`config.mk`:
```
export PLATFORM = sky130hd
export DESIGN_NAME = serial_sub4
export DESIGN_NICKNAME = d
export VERILOG_FILES = /design/src/rtl/serial_sub4.sv
export SDC_FILE = /design/constraint.sdc
export NUM_CORES = 1
export LEC_CHECK = 0
export ABC_AREA = 1
export BUFFER_PORTS_ARGS = -buffer_cell sky130_fd_sc_hd__buf_2
export CAP_MARGIN = 15
export CORE_ASPECT_RATIO = 0.6
export CORE_MARGIN = 8
export CORE_UTILIZATION = 25
export CTS_BUF_LIST = sky130_fd_sc_hd__clkbuf_8 sky130_fd_sc_hd__clkbuf_16
export CTS_CLUSTER_SIZE = 25
export DETAILED_ROUTE_END_ITERATION = 12
export GPL_TIMING_DRIVEN = 0
export PLACE_DENSITY = 0.42
export SLEW_MARGIN = 20
export SYNTH_ARGS = -nofsm -noshare
export SYNTH_HDL_FRONTEND = slang
export SYNTH_SLANG_ARGS = --single-unit
```
`constraint.sdc`:
```
create_clock -name iCLK -period 2.3 [get_ports iCLK]
set_input_delay 0.115 -clock iCLK [delete_from_list [all_inputs] [get_ports iCLK]]
set_output_delay 0.115 -clock iCLK [all_outputs]
set_load 0.01 [all_outputs]
```
`src/rtl/serial_sub4.sv`:
```
// serial_sub4: bit-serial subtractor, LSB first, one full-subtractor cell
// iterated over WIDTH cycles with a start/done handshake.
// Optional feature: define SUB_OVERFLOW_EN to add the oOVF signed-overflow output.
module serial_sub4 #(
    parameter int unsigned WIDTH = 4,
    parameter int unsigned CNT_W = 3
) (
    input  logic             iCLK,
    input  logic             iRST,
    input  logic             iSTART,
    input  logic [WIDTH-1:0] iA,
    input  logic [WIDTH-1:0] iB,
    output logic [WIDTH-1:0] oDIFF,
    output logic             oBORROW,
    output logic             oBUSY,
`ifdef SUB_OVERFLOW_EN
    output logic             oOVF,
`endif
    output logic             oDONE
);

    typedef enum logic [1:0] {
        StIdle,
        StRun,
        StDone
    } state_e;

    localparam logic [CNT_W-1:0] LastCnt = CNT_W'(WIDTH - 1);

    state_e             state_q, state_d;
    logic [WIDTH-1:0]   a_q, a_d;
    logic [WIDTH-1:0]   b_q, b_d;
    logic [WIDTH-1:0]   res_q, res_d;
    logic               bin_q, bin_d;
    logic [CNT_W-1:0]   cnt_q, cnt_d;
    logic [WIDTH-1:0]   diff_q, diff_d;
    logic               borrow_q, borrow_d;
    logic               done_q, done_d;
`ifdef SUB_OVERFLOW_EN
    logic               ovf_q, ovf_d;
`endif

    // Full-subtractor cell operating on the current LSBs of the operand shift registers.
    logic bit_a, bit_b, bit_d, bit_bout;

    always_comb begin
        bit_a    = a_q[0];
        bit_b    = b_q[0];
        bit_d    = bit_a ^ bit_b ^ bin_q;
        bit_bout = (~bit_a & bit_b) | (~(bit_a ^ bit_b) & bin_q);
    end

    // Next-state and datapath updates; outputs only change on completion.
    always_comb begin
        state_d  = state_q;
        a_d      = a_q;
        b_d      = b_q;
        res_d    = res_q;
        bin_d    = bin_q;
        cnt_d    = cnt_q;
        diff_d   = diff_q;
        borrow_d = borrow_q;
        done_d   = 1'b0;
`ifdef SUB_OVERFLOW_EN
        ovf_d    = ovf_q;
`endif
        unique case (state_q)
            StIdle: begin
                if (iSTART) begin
                    a_d     = iA;
                    b_d     = iB;
                    res_d   = '0;
                    bin_d   = 1'b0;
                    cnt_d   = '0;
                    state_d = StRun;
                end
            end
            StRun: begin
                res_d = {bit_d, res_q[WIDTH-1:1]};
                a_d   = a_q >> 1;
                b_d   = b_q >> 1;
                bin_d = bit_bout;
                cnt_d = cnt_q + CNT_W'(1);
                if (cnt_q == LastCnt) begin
                    // After WIDTH-1 shifts the operand LSBs hold the original MSBs.
                    diff_d   = {bit_d, res_q[WIDTH-1:1]};
                    borrow_d = bit_bout;
`ifdef SUB_OVERFLOW_EN
                    ovf_d    = (bit_a ^ bit_b) & (bit_a ^ bit_d);
`endif
                    cnt_d    = '0;
                    done_d   = 1'b1;
                    state_d  = StDone;
                end
            end
            StDone: begin
                state_d = StIdle;
            end
            default: begin
                state_d = StIdle;
            end
        endcase
    end

    // State and datapath registers with synchronous active-high reset.
    always_ff @(posedge iCLK) begin
        if (iRST) begin
            state_q  <= StIdle;
            a_q      <= '0;
            b_q      <= '0;
            res_q    <= '0;
            bin_q    <= 1'b0;
            cnt_q    <= '0;
            diff_q   <= '0;
            borrow_q <= 1'b0;
            done_q   <= 1'b0;
`ifdef SUB_OVERFLOW_EN
            ovf_q    <= 1'b0;
`endif
        end else begin
            state_q  <= state_d;
            a_q      <= a_d;
            b_q      <= b_d;
            res_q    <= res_d;
            bin_q    <= bin_d;
            cnt_q    <= cnt_d;
            diff_q   <= diff_d;
            borrow_q <= borrow_d;
            done_q   <= done_d;
`ifdef SUB_OVERFLOW_EN
            ovf_q    <= ovf_d;
`endif
        end
    end

    assign oDIFF   = diff_q;
    assign oBORROW = borrow_q;
    assign oDONE   = done_q;
    assign oBUSY   = (state_q == StRun);
`ifdef SUB_OVERFLOW_EN
    assign oOVF    = ovf_q;
`endif

endmodule

```
==> results.sh <==
export IMPL_outcome="finished, final reports clean"
export IMPL_fin_tns_setup_ns=0
export IMPL_dr_first_iter_drc_count=49
export IMPL_setup_ws_ns=0.9247
export IMPL_antenna_left=0
export IMPL_grt_setup_unrepaired="false"
export IMPL_path_cells="buf_4 -> inv_2 -> nor2_2 -> buf_6 -> buf_2"
export IMPL_start_util_pct=25.80
export IMPL_hpwl_mm=1.828
export IMPL_crit_fanout=10
export IMPL_post_route_period_util_pct=59.80
export IMPL_wl_per_cell_um=11.61
export IMPL_slew_violations=0
export IMPL_clock_sinks=23
export IMPL_max_freq_mhz=727.1
export IMPL_finalSetupViolations=0
export IMPL_critical_path_class="flop to output pin"
export IMPL_cts_root_to_sink_buffers=2
export IMPL_slew_headroom_pct=81.60
export IMPL_crit_arrival_ns=1.26
export IMPL_p_leak_nw=0.5783
export IMPL_hold_viol=0
export IMPL_antenna_found_initial=0
export IMPL_ys_types=20
export IMPL_crit_required_ns=2.18
export IMPL_cap_violations=0
export IMPL_clk_pin_slew_worst_paths_ns=0.09
export IMPL_fin_skew_ns=0.002458
export IMPL_core_area_um2=4054
export IMPL_grt_max_degree=14
export IMPL_cp_start_kind="flop"
export IMPL_route_detailed_vias_per_inst=4.226
export IMPL_yosys_warnings=0
export IMPL_numCtsBuffers=3
export IMPL_ys_ff_latch=23
export IMPL_nets=181
export IMPL_area_growth_pct=18.54
export IMPL_layout_drive_gt1_share_pct=20.96
export IMPL_drcViolationCount=0
export IMPL_tightest_slew_ns=0.2753
export IMPL_cp_slowest_cell="dfxtp_1"
export IMPL_htreeDepth=1
export IMPL_layout_commonest_cell="nand2_1"
export IMPL_root_buffer="clkbuf_8"
export IMPL_critPathCaptureType="output pin"
export IMPL_diodes=0
export IMPL_whs_ns=0.07392
export IMPL_layout_common_cells="nand2_1 (32), dfxtp_1 (23), nor2_1 (22)"
export IMPL_postCtsHoldBufs=0
export IMPL_overflow=0
export IMPL_io_pins=18
export IMPL_synthesis_nets=159
export IMPL_drt_pass1_iter_count=4
export IMPL_powerDensity_nw_per_um2=650.7
export IMPL_cts_resized=0
export IMPL_drt_wl_total_mm=2.520
export IMPL_hold_path_class="primary input to flop"
export IMPL_die_h_um=66.11
export IMPL_globalplace_congestion=0.7401
export IMPL_synthCells=146
export IMPL_path_buf_inv=4
export IMPL_critPathMaxStageDelay_ns=0.31
export IMPL_grt_pass1_wl_mm=4.264
export IMPL_port_buffers=17
export IMPL_cp_top_family="buffers and inverters"
export IMPL_rows=18
export IMPL_worstSkewPairLatency_ns=0.27
export IMPL_syn_cell_area_um2=1046
export IMPL_grt_usage_pct=8.320
export IMPL_ir_worst_vdd_uv=274.6
export IMPL_grt_pass1_vias=856
export IMPL_avgSynthCellArea_um2=7.164
export IMPL_die_w_um=99.51
export IMPL_vias=917
export IMPL_min_period_ns=1.375
export IMPL_post_cts_setup_buffer_count=0
export IMPL_cts_tree="done"
export IMPL_yosysSeqAreaShare_pct=44.02
export IMPL_dieArea_um2=6578
export IMPL_pre_cts_ws_ns=1.055
## metal layers
layer / global-route usage (%) / vias up / wire [µm]
met3: 2.521 / 2 / 82
met5: 0 / - / 0
met1: 10.94 / 399 / 1394
met2: 12.41 / 15 / 1009
li1: - / 501 / -
met4: 3.371 / 0 / 34
## path summary, 6_finish.rpt
check | cells past startpoint | end | slack [ns] | startpoint
setup / recovery | 5 | oBUSY | 0.92 | state_q[0]
hold / removal | 3 | b_q[1] | 0.07 | iB[1]
setup reg to reg | 6 | oDIFF[3] | 1.04 | cnt_q[0]
hold reg to reg | 2 | oDIFF[3] | 0.48 | oDIFF[3]
## layout make-up
class | count | area (µm²)
multi-input combinational | 96 | 460.4
inverter | 22 | 82.58
buffer | 5 | 42.54
clock buffer | 3 | 41.29
clock inverter | 1 | 5.005
fill | 448 | 2814
timing repair buffer | 17 | 85.08
tap | 50 | 62.56
sequential | 23 | 460.4
## synth_stat cells (all sizes together)
cell type	count	area share [%]
a21oi	6	2.9
buf	5	4.1
dfxtp	23	44
fa	1	1.9
ha	1	1.2
inv	22	7.9
nand2	34	13
nand3	18	9.6
nand3b	2	1.4
nand4	1	0.60
nor2	24	9.1
nor3	5	2.4
o21ai	1	0.48
o22ai	3	1.8
## metrics by stage
step	power (mW)	instances	cell area [µm²]	util, %
after floorplan	0.5187	146	1046	-
after global placement	0.5550	213	1194	29.44
after detailed placement	0.5563	213	1194	29.44
after CTS	0.8140	217	1240	30.59
after global routing	0.8611	217	1240	30.59
final	0.8069	217	1240	30.59
## power by group
part	switching, mW	leakage [nW]	internal, mW
Sequential	0.00799	0.188	0.417
Clock	0.139	0.0255	0.121
Combinational	0.0745	0.365	0.0476
## state kept, by name (all words and copies together), names as in the netlist
name,cells
oBORROW,1
bin_q,1
oDONE,1
state_q,2
oDIFF,4
a_q,4
cnt_q,3
b_q,4
res_q,3
## worst register-to-register path: stages, from the launching register on
cell     delay, ns
dfxtp_1       0.36
ha_1          0.17
nand2_1       0.19
nor2_2        0.26
nand2_1       0.08
nand2_1       0.06
nor2_1        0.03
## cell families (layout without fill, tap and decap cells)
family,Yosys count,count (layout),share of synthesized area [%]
adders and majority gates,2,2,3.110
and+or+nand+nor,84,84,35.77
DFF,23,23,44.02
AOI/OAI and AO/OA,10,10,5.143
buffers and inverters,27,48,11.96
No activity file was read; power rests on OpenSTA's default activity.
